==> src/rtl/wiphase_ram_arbiter_pkg.sv <==
// -----------------------------------------------------------------------------
// wiphase_ram_arb_pkg
// Shared types and constants for the two-master sample/program RAM arbiter.
//   owner_t    : which master currently holds the RAM (or nobody).
//   RAM_DEPTH  : number of valid words in the shared RAM.
//   RAM_ADDR_W : word address width of the RAM.
//   RAM_DATA_W : data width of the RAM.
// -----------------------------------------------------------------------------
package wiphase_ram_arb_pkg;

  typedef enum logic [1:0] {
    OWN_IDLE = 2'd0,
    OWN_M0   = 2'd1,
    OWN_M1   = 2'd2
  } owner_t;

  localparam int RAM_DEPTH  = 5120;
  localparam int RAM_ADDR_W = 13;
  localparam int RAM_DATA_W = 32;

endpackage

==> src/rtl/wiphase_ram_arbiter_if.sv <==
// -----------------------------------------------------------------------------
// wiphase_ram_arbiter_if
// Avalon-MM style master port bundle, one instance per RAM master.
//   address/byteenable/read/write/writedata : master -> arbiter
//   waitrequest/readdata/readdatavalid      : arbiter -> master
// Modports: master (the requester side), slave (the arbiter side).
// -----------------------------------------------------------------------------
interface wiphase_ram_arbiter_if #(
  parameter int ADDR_W = 13,
  parameter int DATA_W = 32,
  parameter int BE_W   = 4
);

  logic [ADDR_W-1:0] address;
  logic [BE_W-1:0]   byteenable;
  logic              read;
  logic              write;
  logic [DATA_W-1:0] writedata;
  logic              waitrequest;
  logic [DATA_W-1:0] readdata;
  logic              readdatavalid;

  modport master (
    output address, byteenable, read, write, writedata,
    input  waitrequest, readdata, readdatavalid
  );

  modport slave (
    input  address, byteenable, read, write, writedata,
    output waitrequest, readdata, readdatavalid
  );

endinterface

==> src/rtl/wiphase_ram_arbiter_rr_arb2.sv <==
// -----------------------------------------------------------------------------
// wiphase_rr_arb2
// Two-way round-robin arbiter with a bounded burst lock.
//   clk, rst       : clock, asynchronous active-high reset
//   req0, req1     : request from master 0 / master 1
//   grant0, grant1 : combinational one-hot (or zero) grant for this cycle
// The current owner keeps the RAM while it requests, until it has had
// MAX_BURST consecutive grants with the other master waiting.
// MAX_BURST legal range is 1..255 (8-bit burst counter).
// -----------------------------------------------------------------------------
module wiphase_rr_arb2
  import wiphase_ram_arb_pkg::*;
#(
  parameter int MAX_BURST = 8
) (
  input  logic clk,
  input  logic rst,
  input  logic req0,
  input  logic req1,
  output logic grant0,
  output logic grant1
);

  localparam logic [7:0] MAX_B = 8'(MAX_BURST);

  owner_t     owner_q, owner_d;
  logic [7:0] burst_q, burst_d;
  logic       last_q,  last_d;   // 0 = M0 granted last, 1 = M1 granted last

  function automatic logic [7:0] sat_inc(input logic [7:0] cnt);
    return (cnt >= MAX_B) ? MAX_B : cnt + 8'd1;
  endfunction

  always_comb begin
    grant0 = 1'b0;
    grant1 = 1'b0;
    case (owner_q)
      OWN_IDLE: begin
        // Tie from idle goes to whichever master was not served last.
        if (req0 && req1) begin
          if (last_q) grant0 = 1'b1;
          else        grant1 = 1'b1;
        end else if (req0) begin
          grant0 = 1'b1;
        end else if (req1) begin
          grant1 = 1'b1;
        end
      end
      OWN_M0: begin
        if (req0 && ((burst_q < MAX_B) || !req1)) grant0 = 1'b1;
        else if (req1)                             grant1 = 1'b1;
      end
      OWN_M1: begin
        if (req1 && ((burst_q < MAX_B) || !req0)) grant1 = 1'b1;
        else if (req0)                             grant0 = 1'b1;
      end
      default: ;
    endcase
    // No grant may leak out while reset is held.
    if (rst) begin
      grant0 = 1'b0;
      grant1 = 1'b0;
    end
  end

  always_comb begin
    owner_d = OWN_IDLE;
    burst_d = 8'd0;
    last_d  = last_q;
    if (grant0) begin
      owner_d = OWN_M0;
      last_d  = 1'b0;
      burst_d = (owner_q == OWN_M0) ? sat_inc(burst_q) : 8'd1;
    end else if (grant1) begin
      owner_d = OWN_M1;
      last_d  = 1'b1;
      burst_d = (owner_q == OWN_M1) ? sat_inc(burst_q) : 8'd1;
    end
  end

  // Reset leaves last = M1 so M0 wins the first tie.
  always_ff @(posedge clk or posedge rst) begin
    if (rst) begin
      owner_q <= OWN_IDLE;
      burst_q <= 8'd0;
      last_q  <= 1'b1;
    end else begin
      owner_q <= owner_d;
      burst_q <= burst_d;
      last_q  <= last_d;
    end
  end

endmodule

==> src/rtl/wiphase_ram_arbiter.sv <==
// -----------------------------------------------------------------------------
// wiphase_ram_arbiter
// Shares the single-port 5120x32 sample/program RAM between the phase-sample
// capture writer (m0) and the Nios/Avalon host (m1).
//   clk, reset      : clock, asynchronous active-high reset
//   m0, m1          : Avalon-MM master ports (slave modport of the bundle)
//   ram_*           : Avalon slave pins of the RAM; ram_readdata returns one
//                     cycle after the address is presented
//   err_oor         : one-cycle pulse when an out-of-range access is granted
// Out-of-range accesses are granted but never select the RAM; their reads
// return zero. Read data is steered only to the master that issued the read.
// -----------------------------------------------------------------------------
module wiphase_ram_arbiter
  import wiphase_ram_arb_pkg::*;
#(
  parameter int ADDR_W    = RAM_ADDR_W,
  parameter int DATA_W    = RAM_DATA_W,
  parameter int BE_W      = DATA_W / 8,
  parameter int DEPTH     = RAM_DEPTH,
  parameter int MAX_BURST = 8
) (
  input  logic                  clk,
  input  logic                  reset,
  wiphase_ram_arbiter_if.slave  m0,
  wiphase_ram_arbiter_if.slave  m1,
  output logic [ADDR_W-1:0]     ram_address,
  output logic [BE_W-1:0]       ram_byteenable,
  output logic                  ram_chipselect,
  output logic                  ram_write,
  output logic [DATA_W-1:0]     ram_writedata,
  output logic                  ram_clken,
  input  logic [DATA_W-1:0]     ram_readdata,
  output logic                  err_oor
);

  localparam logic [ADDR_W:0] DEPTH_L = (ADDR_W + 1)'(DEPTH);

  logic req0, req1;
  logic grant0, grant1, grant_any;

  logic [ADDR_W-1:0] sel_addr;
  logic [BE_W-1:0]   sel_be;
  logic [DATA_W-1:0] sel_wdata;
  logic              sel_rd, sel_wr;
  logic              in_range;

  logic              rd_vld_q, rd_vld_d;
  logic              rd_own_q, rd_own_d;   // 0 = M0 issued the read, 1 = M1
  logic              rd_oor_q, rd_oor_d;
  logic [DATA_W-1:0] rd_data;

  assign req0 = m0.read | m0.write;
  assign req1 = m1.read | m1.write;

  wiphase_rr_arb2 #(
    .MAX_BURST (MAX_BURST)
  ) u_arb (
    .clk    (clk),
    .rst    (reset),
    .req0   (req0),
    .req1   (req1),
    .grant0 (grant0),
    .grant1 (grant1)
  );

  assign grant_any      = grant0 | grant1;
  assign m0.waitrequest = ~grant0;
  assign m1.waitrequest = ~grant1;

  always_comb begin
    sel_addr  = grant1 ? m1.address    : m0.address;
    sel_be    = grant1 ? m1.byteenable : m0.byteenable;
    sel_wdata = grant1 ? m1.writedata  : m0.writedata;
    sel_rd    = grant1 ? m1.read       : m0.read;
    sel_wr    = grant1 ? m1.write      : m0.write;
  end

  assign in_range = {1'b0, sel_addr} < DEPTH_L;

  assign ram_address    = sel_addr;
  assign ram_byteenable = sel_be;
  assign ram_writedata  = sel_wdata;
  assign ram_chipselect = grant_any & in_range;
  assign ram_write      = grant_any & sel_wr & in_range;
  assign ram_clken      = 1'b1;
  assign err_oor        = grant_any & ~in_range;

  // A read with write also high is dropped; the write wins.
  assign rd_vld_d = grant_any & sel_rd & ~sel_wr;
  assign rd_own_d = grant1;
  assign rd_oor_d = ~in_range;

  always_ff @(posedge clk or posedge reset) begin
    if (reset) rd_vld_q <= 1'b0;
    else       rd_vld_q <= rd_vld_d;
  end

  // Tag payload only matters when rd_vld_q is set, so it carries no reset.
  always_ff @(posedge clk) begin
    rd_own_q <= rd_own_d;
    rd_oor_q <= rd_oor_d;
  end

  // Read-return stage: RAM data lands one cycle after the grant.
  assign rd_data          = rd_oor_q ? '0 : ram_readdata;
  assign m0.readdatavalid = rd_vld_q & ~rd_own_q;
  assign m1.readdatavalid = rd_vld_q &  rd_own_q;
  assign m0.readdata      = m0.readdatavalid ? rd_data : '0;
  assign m1.readdata      = m1.readdatavalid ? rd_data : '0;

  a_m0_no_rw: assert property (@(posedge clk) disable iff (reset) !(m0.read && m0.write));
  a_m1_no_rw: assert property (@(posedge clk) disable iff (reset) !(m1.read && m1.write));

endmodule

==> src/flat_wrapper.sv <==
// flat-port wrapper written by rule: the top's interface ports become plain ports
module wiphase_ram_arbiter_flat import wiphase_ram_arb_pkg::*;
#(
  parameter int ADDR_W    = RAM_ADDR_W,
  parameter int DATA_W    = RAM_DATA_W,
  parameter int BE_W      = DATA_W / 8,
  parameter int DEPTH     = RAM_DEPTH,
  parameter int MAX_BURST = 8
)
  (clk, reset, ram_address, ram_byteenable, ram_chipselect, ram_write, ram_writedata, ram_clken, ram_readdata, err_oor, m0_address, m0_byteenable, m0_read, m0_write, m0_writedata, m0_waitrequest, m0_readdata, m0_readdatavalid, m1_address, m1_byteenable, m1_read, m1_write, m1_writedata, m1_waitrequest, m1_readdata, m1_readdatavalid);
  wiphase_ram_arbiter_if #(.ADDR_W(ADDR_W), .DATA_W(DATA_W), .BE_W(BE_W)) m0_i ();
  wiphase_ram_arbiter_if #(.ADDR_W(ADDR_W), .DATA_W(DATA_W), .BE_W(BE_W)) m1_i ();
  input  logic clk;
  input  logic reset;
  output logic [ADDR_W-1:0] ram_address;
  output logic [BE_W-1:0] ram_byteenable;
  output logic ram_chipselect;
  output logic ram_write;
  output logic [DATA_W-1:0] ram_writedata;
  output logic ram_clken;
  input  logic [DATA_W-1:0] ram_readdata;
  output logic err_oor;
  input wire logic [$bits(m0_i.address)-1:0] m0_address;
  input wire logic [$bits(m0_i.byteenable)-1:0] m0_byteenable;
  input wire logic [$bits(m0_i.read)-1:0] m0_read;
  input wire logic [$bits(m0_i.write)-1:0] m0_write;
  input wire logic [$bits(m0_i.writedata)-1:0] m0_writedata;
  output wire logic [$bits(m0_i.waitrequest)-1:0] m0_waitrequest;
  output wire logic [$bits(m0_i.readdata)-1:0] m0_readdata;
  output wire logic [$bits(m0_i.readdatavalid)-1:0] m0_readdatavalid;
  input wire logic [$bits(m1_i.address)-1:0] m1_address;
  input wire logic [$bits(m1_i.byteenable)-1:0] m1_byteenable;
  input wire logic [$bits(m1_i.read)-1:0] m1_read;
  input wire logic [$bits(m1_i.write)-1:0] m1_write;
  input wire logic [$bits(m1_i.writedata)-1:0] m1_writedata;
  output wire logic [$bits(m1_i.waitrequest)-1:0] m1_waitrequest;
  output wire logic [$bits(m1_i.readdata)-1:0] m1_readdata;
  output wire logic [$bits(m1_i.readdatavalid)-1:0] m1_readdatavalid;
  assign m0_i.address = m0_address;
  assign m0_i.byteenable = m0_byteenable;
  assign m0_i.read = m0_read;
  assign m0_i.write = m0_write;
  assign m0_i.writedata = m0_writedata;
  assign m0_waitrequest = m0_i.waitrequest;
  assign m0_readdata = m0_i.readdata;
  assign m0_readdatavalid = m0_i.readdatavalid;
  assign m1_i.address = m1_address;
  assign m1_i.byteenable = m1_byteenable;
  assign m1_i.read = m1_read;
  assign m1_i.write = m1_write;
  assign m1_i.writedata = m1_writedata;
  assign m1_waitrequest = m1_i.waitrequest;
  assign m1_readdata = m1_i.readdata;
  assign m1_readdatavalid = m1_i.readdatavalid;
  wiphase_ram_arbiter #(.ADDR_W(ADDR_W), .DATA_W(DATA_W), .BE_W(BE_W), .DEPTH(DEPTH), .MAX_BURST(MAX_BURST)) u_core (.clk(clk), .reset(reset), .m0(m0_i), .m1(m1_i), .ram_address(ram_address), .ram_byteenable(ram_byteenable), .ram_chipselect(ram_chipselect), .ram_write(ram_write), .ram_writedata(ram_writedata), .ram_clken(ram_clken), .ram_readdata(ram_readdata), .err_oor(err_oor));
endmodule
==> config.mk <==
export PLATFORM = sky130hd
export DESIGN_NAME = wiphase_ram_arbiter_flat
export DESIGN_NICKNAME = d
export VERILOG_FILES = /design/src/rtl/wiphase_ram_arbiter_pkg.sv /design/src/rtl/wiphase_ram_arbiter_if.sv /design/src/rtl/wiphase_ram_arbiter_rr_arb2.sv /design/src/rtl/wiphase_ram_arbiter.sv /design/src/flat_wrapper.sv
export SDC_FILE = /design/constraint.sdc
export NUM_CORES = 1
export LEC_CHECK = 0
export ABC_CLOCK_PERIOD_IN_PS = 2300
export BUFFER_PORTS_ARGS = -buffer_cell sky130_fd_sc_hd__clkbuf_2
export CORE_AREA = 2 2 101 103
export CTS_CLUSTER_SIZE = 8
export DETAILED_ROUTE_END_ITERATION = 7
export DIE_AREA = 0 0 103 105
export PLACE_DENSITY = 0.6
export SYNTH_ARGS = -nofsm -noshare
export SYNTH_HDL_FRONTEND = slang
export SYNTH_SLANG_ARGS = --single-unit
==> constraint.sdc <==
create_clock -name clk -period 2.3 [get_ports clk]
set_input_delay 0.115 -clock clk [delete_from_list [all_inputs] [get_ports clk]]
set_output_delay 0.115 -clock clk [all_outputs]
set_load 0.02 [all_outputs]
==> results of run 1 <==
==> power by group <==
group	switching [mW]	leakage, nW	total (mW)	internal (mW)
Combinational	0.638	1.77	1.13	0.491
Sequential	0.0397	0.167	0.323	0.283
Clock	0.0920	0.0288	0.244	0.152
==> metrics by stage <==
| stage | hold WS [ns] | total power [mW] | util | setup slack, ns |
|---|---|---|---|---|
| final | 0.1483 | 1.696 | 0.3628 | -0.2167 |
| after detailed placement | 0.1579 | 1.398 | 0.3441 | -0.01065 |
| after floorplan | -0.007785 | 0.9778 | - | 0.02045 |
| after global routing | 0.1403 | 1.813 | 0.3628 | -0.3057 |
| after CTS | 0.1342 | 1.693 | 0.3581 | -0.2302 |
| after global placement | 0.1559 | 1.384 | 0.3441 | 0.01962 |
==> area by class of cell <==
class	instances	area [sq um]
clock buffers	4	55.05
multi-input cells	203	1439
inverters	9	33.78
well taps	133	166.4
repair buffers	274	1461
flip-flops and latches	14	341.6
fillers	1040	6142
==> metal layers <==
layer,vias to the layer above,global-route usage,wire length [um]
met5,-,0,0
met3,8,0.02742,799
li1,1331,-,-
met1,1212,0.1647,3326
met2,165,0.2630,4304
met4,0,0.03759,106
==> worst paths after layout <==
check,start,to,cells past startpoint
worst min register to register,u_core.u_arb.last_q,u_core.u_arb.last_q,1
max in group asynchronous,reset,u_core.u_arb.last_q,4
worst max-delay path,u_core.u_arb.burst_q[4],ram_writedata[0],7
worst max register to register,u_core.u_arb.burst_q[4],u_core.u_arb.burst_q[3],8
min in group asynchronous,reset,u_core.u_arb.owner_q[1],4
worst min-delay path,m0_write,u_core.rd_vld_q,2
==> cell families after synthesis <==
logic type	count (synthesis)	synth area share
compound gates	24	0.1063
xor+xnor	1	0.004802
fa+ha+maj	2	0.01372
buf+inv	29	0.06585
flops	14	0.1872
mux	49	0.3025
other cells	2	0.004117
simple gates	122	0.3155
==> what timing repair did <==
| action | CTS | global route |
|---|---|---|
| buffers inserted | 3 | 0 |
| gates resized for setup | 12 | 43 |
| setup endpoints to repair | 52 | 54 |
| hold buffers | 1 | 0 |
| pin swaps | 2 | 2 |
| endpoints found under the hold margin | 11 | 0 |
==> sequential cells by signal, indices dropped and copies added, names as in the netlist <==
name                  count
u_core.rd_vld_q           1
u_core.u_arb.last_q       1
u_core.rd_oor_q           1
u_core.rd_own_q           1
u_core.u_arb.owner_q      2
u_core.u_arb.burst_q      8
==> synth_stat cells (all sizes together) (3+ instances only) <==
cell type  instances
nand2b            33
buf                7
nor2b              3
mux2              49
nor2              68
a21oi              5
dfrtp             11
inv                9
clkbuf            13
nor3               4
nand2              7
==> worst max-delay path, cell delays in order, from the launching register on <==
cell and delay [ns]:
sky130_fd_sc_hd__dfrtp_1 0.35, sky130_fd_sc_hd__or3_4 0.38, sky130_fd_sc_hd__o41a_1 0.34, sky130_fd_sc_hd__a311oi_2 0.25, sky130_fd_sc_hd__inv_2 0.14, sky130_fd_sc_hd__buf_12 0.19
sky130_fd_sc_hd__mux2_1 0.33, sky130_fd_sc_hd__buf_2 0.16
==> impl_metrics.prom, run 1 <==
# TYPE chip_impl_metric gauge
chip_impl_info{name="run_status",value="complete, but fails checks"} 1
chip_impl_info{name="violations_in_the_final_reports",value="setup timing"} 1
chip_impl_metric{name="seq_area_frac_synth",unit=""} 0.1872
chip_impl_metric{name="drive_above_1_share",unit=""} 0.5794
chip_impl_metric{name="die_y",unit="um"} 105
chip_impl_metric{name="timing.critical_path.fanout_max",unit=""} 26
chip_impl_metric{name="distinct_cell_type_count_after_synthesis",unit=""} 41
chip_impl_metric{name="place_hpwl",unit="mm"} 7.366
chip_impl_metric{name="ys_seq_elements",unit=""} 14
chip_impl_metric{name="avgSynthCellArea",unit="sq um"} 7.507
chip_impl_info{name="critical_path_launch_point_type",value="flop"} 1
chip_impl_metric{name="clock_tree.buffer_depth",unit=""} 2
chip_impl_metric{name="power.static_leakage",unit="nW"} 1.961
chip_impl_metric{name="numCtsBuffers",unit=""} 3
chip_impl_info{name="layout_common_cells",value="218 x sky130_fd_sc_hd__clkbuf_2, 68 x sky130_fd_sc_hd__nor2_1, 47 x sky130_fd_sc_hd__mux2_1"} 1
chip_impl_metric{name="floorplan.initialDensity",unit=""} 0.1893
chip_impl_metric{name="max_freq",unit="GHz"} 0.3973
chip_impl_metric{name="detail-route-antenna-nets",unit=""} 0
chip_impl_info{name="netlist.top_cell.by_area",value="sky130_fd_sc_hd__mux2_1"} 1
chip_impl_info{name="post_synth_main_area_contributors",value="sky130_fd_sc_hd__mux2_1 29%, sky130_fd_sc_hd__dfrtp_1 15%, sky130_fd_sc_hd__nor2_1 14%"} 1
chip_impl_metric{name="cts.clk_slew.worst_paths",unit="ns"} 0.06
chip_impl_metric{name="antenna_violations_before_repair",unit=""} 0
chip_impl_metric{name="timing.final.crit_period",unit="ns"} 2.517
chip_impl_metric{name="via_per_inst",unit=""} 4.264
chip_impl_metric{name="worst_slew_margin_rel",unit=""} 0.4537
chip_impl_info{name="cts_tree",value="yes"} 1
chip_impl_metric{name="post_synth_inst_count",unit=""} 243
chip_impl_metric{name="dr_wl_cell",unit="um"} 13.40
chip_impl_metric{name="yosysWarnings",unit=""} 0
chip_impl_metric{name="die_width",unit="um"} 103
chip_impl_info{name="crit_path_end_kind",value="output pin"} 1
chip_impl_metric{name="synth-edff-count",unit=""} 0
chip_impl_info{name="rsz_0062_raised_after_global_routing",value="true"} 1
chip_impl_metric{name="reg2reg_slack",unit="ns"} 0.14
chip_impl_info{name="hold_path.class",value="input port to flop"} 1
chip_impl_info{name="synth_ff_type",value="sky130_fd_sc_hd__dfrtp_1"} 1
chip_impl_metric{name="first_iter_violations",unit=""} 55
chip_impl_metric{name="post-route-period-util",unit=""} 1.094
chip_impl_metric{name="peakVddDrop",unit="uV"} 255.1
chip_impl_metric{name="first_global_vias",unit=""} 2509
chip_impl_metric{name="numPlacedInstances",unit=""} 629
chip_impl_metric{name="synthArstFlopShare",unit=""} 0.8571
chip_impl_metric{name="finish.net_count",unit=""} 643
chip_impl_metric{name="syn_to_final_growth",unit="%"} 91.70
chip_impl_metric{name="groute.usage.overall",unit=""} 0.1429
chip_impl_metric{name="antenna_cells",unit=""} 0
chip_impl_metric{name="maximum_number_of_pins_on_one_net_before_global_route_repair",unit=""} 34
chip_impl_metric{name="netlist_area",unit="sq mm"} 0.001824
chip_impl_metric{name="route.vias.total",unit=""} 2716
chip_impl_metric{name="power-per-cell-area",unit="mW/mm^2"} 484.9
chip_impl_metric{name="report.final.slew_viol_count",unit=""} 0
chip_impl_info{name="clockRootBuffer",value="sky130_fd_sc_hd__clkbuf_8"} 1
chip_impl_metric{name="place.port_buffers",unit=""} 255
chip_impl_metric{name="stdcell_area",unit="sq mm"} 0.003497
chip_impl_metric{name="grt_pass1_wl",unit="mm"} 12.21
chip_impl_metric{name="synth_top_area_share",unit=""} 0.2901
chip_impl_metric{name="rows",unit=""} 36
chip_impl_metric{name="worst_slew_pin_slew",unit="ns"} 0.8194
chip_impl_metric{name="io_pins",unit=""} 257
chip_impl_metric{name="dr.pass1.iters",unit=""} 7
chip_impl_metric{name="finalHoldViolCount",unit=""} 0
chip_impl_metric{name="clock_skew",unit="ns"} 0.007479
chip_impl_metric{name="remaining_design_rule_violation_count",unit=""} 0
chip_impl_metric{name="clkLatencyLatePin",unit="ns"} 0.25
chip_impl_metric{name="totalNegativeSetupSlack",unit="ns"} -9.625
chip_impl_metric{name="cp.arrival",unit="ns"} 2.40
chip_impl_info{name="critical_path_class",value="flop to output pin"} 1
chip_impl_metric{name="gp_congestion",unit=""} 0.9449
chip_impl_metric{name="fp.coreArea",unit="sq mm"} 0.009639
chip_impl_metric{name="final_setup_slack_of_the_worst_path",unit="ns"} -0.2167
chip_impl_metric{name="cp.required",unit="ns"} 2.18
chip_impl_metric{name="cts-htree-levels",unit=""} 1
chip_impl_info{name="final_common_cell",value="sky130_fd_sc_hd__clkbuf_2"} 1
chip_impl_metric{name="die-area",unit="sq mm"} 0.01082
chip_impl_metric{name="finalSetupViolations",unit=""} 52
chip_impl_metric{name="cts.sinks",unit=""} 14
chip_impl_metric{name="detailed_place.area",unit="sq mm"} 0.003317
chip_impl_metric{name="cap_violations",unit=""} 0
chip_impl_metric{name="post_layout_nonfiller_instances",unit=""} 637
chip_impl_metric{name="finalWirelength",unit="mm"} 8.536
chip_impl_metric{name="globalRoute.totalOverflow",unit=""} 0
Note: power is estimated with default switching activity, not from simulation.
==> run 2, diff against run 1 <==
--- a/config.mk
+++ b/config.mk
@@ -11,6 +11,7 @@
 export CTS_CLUSTER_SIZE = 8
 export DETAILED_ROUTE_END_ITERATION = 7
 export DIE_AREA = 0 0 103 105
+export MAX_ROUTING_LAYER = met4
 export PLACE_DENSITY = 0.6
 export SYNTH_ARGS = -nofsm -noshare
 export SYNTH_HDL_FRONTEND = slang
==> impl_metrics.prom, run 2 (synthesized netlist as in run 1, its figures left out) <==
# TYPE chip_impl_metric gauge
chip_impl_metric{name="clkLatencyLatePin",unit="ns"} 0.25
chip_impl_metric{name="floorplan.initialDensity",unit=""} 0.1893
chip_impl_metric{name="die_width",unit="um"} 103
chip_impl_info{name="top_regs",value="u_core.u_arb.burst_q (8), u_core.u_arb.owner_q (2)"} 1
chip_impl_info{name="final_common_cell",value="sky130_fd_sc_hd__clkbuf_2"} 1
chip_impl_info{name="cts_tree",value="yes"} 1
chip_impl_metric{name="final_core_utilization",unit=""} 0.3628
chip_impl_metric{name="report.final.slew_viol_count",unit=""} 0
chip_impl_metric{name="place.port_buffers",unit=""} 255
chip_impl_metric{name="finalHoldViolCount",unit=""} 0
chip_impl_metric{name="finalWirelength",unit="mm"} 8.577
chip_impl_metric{name="rows",unit=""} 36
chip_impl_metric{name="die-area",unit="sq mm"} 0.01082
chip_impl_metric{name="cap_violations",unit=""} 0
chip_impl_metric{name="worst_slew_pin_slew",unit="ns"} 0.8194
chip_impl_info{name="min_to",value="u_core.rd_vld_q"} 1
chip_impl_metric{name="finalSetupViolations",unit=""} 52
chip_impl_metric{name="antenna_violations_before_repair",unit=""} 0
chip_impl_info{name="cell_family_contributing_the_most_delay_on_the_critical_path",value="compound AO/OA/AOI/OAI gates"} 1
chip_impl_metric{name="cp.arrival",unit="ns"} 2.40
chip_impl_info{name="clockRootBuffer",value="sky130_fd_sc_hd__clkbuf_8"} 1
chip_impl_metric{name="post-route-period-util",unit=""} 1.096
chip_impl_metric{name="dr_wl_cell",unit="um"} 13.46
chip_impl_metric{name="via_per_inst",unit=""} 4.251
chip_impl_metric{name="detail-route-antenna-nets",unit=""} 0
chip_impl_metric{name="die_y",unit="um"} 105
chip_impl_metric{name="groute.usage.overall",unit=""} 0.1469
chip_impl_metric{name="path_buf_inv",unit=""} 3
chip_impl_metric{name="reg2reg_slack",unit="ns"} 0.14
chip_impl_metric{name="drive_above_1_share",unit=""} 0.5794
chip_impl_info{name="crit_slowest_cell",value="sky130_fd_sc_hd__or3_4"} 1
chip_impl_info{name="run_status",value="complete, but fails checks"} 1
chip_impl_metric{name="pre_cts_ws",unit="ns"} -0.01065
chip_impl_info{name="critical_path_class",value="flop to output pin"} 1
chip_impl_info{name="holdCritStartpoint",value="m0_write"} 1
chip_impl_metric{name="route.vias.total",unit=""} 2708
chip_impl_metric{name="gp_congestion",unit=""} 0.9620
chip_impl_metric{name="clock_tree.buffer_depth",unit=""} 2
chip_impl_info{name="layout_common_cells",value="218 x sky130_fd_sc_hd__clkbuf_2, 68 x sky130_fd_sc_hd__nor2_1, 47 x sky130_fd_sc_hd__mux2_1"} 1
chip_impl_metric{name="io_pins",unit=""} 257
chip_impl_info{name="worstPathCellList",value="or3_4 -> o41a_1 -> a311oi_2 -> inv_2 -> buf_12 -> mux2_1 -> buf_2"} 1
chip_impl_info{name="top_register",value="u_core.u_arb.burst_q"} 1
chip_impl_metric{name="place_hpwl",unit="mm"} 7.366
chip_impl_info{name="critical_path_launch_point_type",value="flop"} 1
chip_impl_metric{name="stdcell_area",unit="sq mm"} 0.003497
chip_impl_info{name="hold_path.class",value="input port to flop"} 1
chip_impl_info{name="rsz_0062_raised_after_global_routing",value="true"} 1
chip_impl_metric{name="power.static_leakage",unit="nW"} 1.961
chip_impl_metric{name="remaining_design_rule_violation_count",unit=""} 0
chip_impl_metric{name="maximum_number_of_pins_on_one_net_before_global_route_repair",unit=""} 34
chip_impl_metric{name="crit_path_max_incr_delay",unit="ns"} 0.38
chip_impl_metric{name="globalRoute.totalOverflow",unit=""} 0
chip_impl_metric{name="fp.coreArea",unit="sq mm"} 0.009639
chip_impl_metric{name="dr.pass1.iters",unit=""} 4
chip_impl_metric{name="whs_path_depth",unit=""} 2
chip_impl_metric{name="max_freq",unit="GHz"} 0.3969
chip_impl_metric{name="first_global_vias",unit=""} 2515
chip_impl_metric{name="timing.final.crit_period",unit="ns"} 2.520
chip_impl_info{name="timing.rr.end",value="u_core.u_arb.burst_q[3]"} 1
chip_impl_metric{name="finish.net_count",unit=""} 643
chip_impl_metric{name="hold_slack",unit="ns"} 0.1432
chip_impl_info{name="violations_in_the_final_reports",value="setup timing"} 1
chip_impl_metric{name="detailed_place.area",unit="sq mm"} 0.003317
chip_impl_metric{name="peakVddDrop",unit="uV"} 255.0
chip_impl_metric{name="grt_pass1_wl",unit="mm"} 12.20
chip_impl_metric{name="clock_skew",unit="ns"} 0.007833
chip_impl_metric{name="largest_register_ff_count",unit=""} 8
chip_impl_metric{name="r2r.worst_path.cells",unit=""} 8
chip_impl_metric{name="cts.sinks",unit=""} 14
chip_impl_metric{name="finalPower",unit="mW"} 1.698
chip_impl_metric{name="cp.required",unit="ns"} 2.18
chip_impl_metric{name="cts.clk_slew.worst_paths",unit="ns"} 0.06
chip_impl_metric{name="final_setup_slack_of_the_worst_path",unit="ns"} -0.2198
chip_impl_metric{name="timing.critical_path.fanout_max",unit=""} 26
chip_impl_info{name="crit_path_end_kind",value="output pin"} 1
chip_impl_metric{name="power-per-cell-area",unit="mW/mm^2"} 485.6
chip_impl_metric{name="n_fill_cell",unit=""} 1040
chip_impl_metric{name="worst_slew_margin_rel",unit=""} 0.4537
chip_impl_metric{name="antenna_cells",unit=""} 0
chip_impl_metric{name="syn_to_final_growth",unit="%"} 91.70
chip_impl_metric{name="cts-htree-levels",unit=""} 1
chip_impl_info{name="crit-reg2reg-launch",value="u_core.u_arb.burst_q[4]"} 1
chip_impl_metric{name="numCtsBuffers",unit=""} 3
chip_impl_metric{name="first_iter_violations",unit=""} 60
[run 2: cell counts in the layout (fill, tap and decap cells not counted)]
Identical to the previous run, type by type.
[run 2: worst max-delay path by stage]
stage,to,startpoint,slack [ns],cells past startpoint
after floorplan,ram_chipselect,u_core.u_arb.burst_q[4],0.02,6
after global placement,ram_address[11],u_core.u_arb.burst_q[4],0.02,7
after detailed placement,ram_writedata[27],u_core.u_arb.burst_q[4],-0.01,7
after CTS,ram_writedata[0],u_core.u_arb.burst_q[4],-0.23,7
after global routing,ram_byteenable[0],u_core.u_arb.burst_q[4],-0.31,7
final,ram_writedata[0],u_core.u_arb.burst_q[4],-0.22,7
[run 2: through the flow]
stage | setup TNS, ns | std cells
2_1_floorplan | 0 | 246
3_3_place_gp | 0 | 629
3_5_place_dp | -0.03317 | 629
4_1_cts | -10.56 | 637
5_1_grt | -14.30 | 637
6_report | -9.761 | 637
[run 2: worst reg2reg max path: cells and delay by family (launching register included)]
family                 cells  cell delay (ns)
and+or+nand+nor            2             0.45
buffers and inverters      3             0.49
AOI/OAI and AO/OA          3             0.78
DFF                        1             0.35
[run 2: final cells by class]
type	count	area, sq um	area share
Inverter	9	33.78	0.009660
Tap cell	133	166.4	0.04759
Clock buffer	4	55.05	0.01574
Timing Repair Buffer	274	1461	0.4179
Sequential cell	14	341.6	0.09767
Multi-Input combinational cell	203	1439	0.4114
[run 2: repair_timing]
item                       4_1_cts  5_1_grt
hold endpoints to repair        11        0
pin swaps                        2        2
buffers inserted                 3        0
setup endpoints to repair       52       54
hold buffers                     1        0
resized for setup               12       43
[run 2: per-layer routing]
layer | part of all wire | global-route usage | vias to the layer above
met5 | 0 | - | -
met4 | 0.013 | 0.03759 | 0
met3 | 0.086 | 0.02475 | 8
met2 | 0.50 | 0.2630 | 159
met1 | 0.40 | 0.1667 | 1210
li1 | - | - | 1331
[run 2: report_power, final]
group	leakage [nW]	switching, mW	internal [mW]
logic	1.77	0.640	0.491
clock network	0.0288	0.0929	0.152
registers	0.167	0.0399	0.283
total	1.96	0.773	0.926
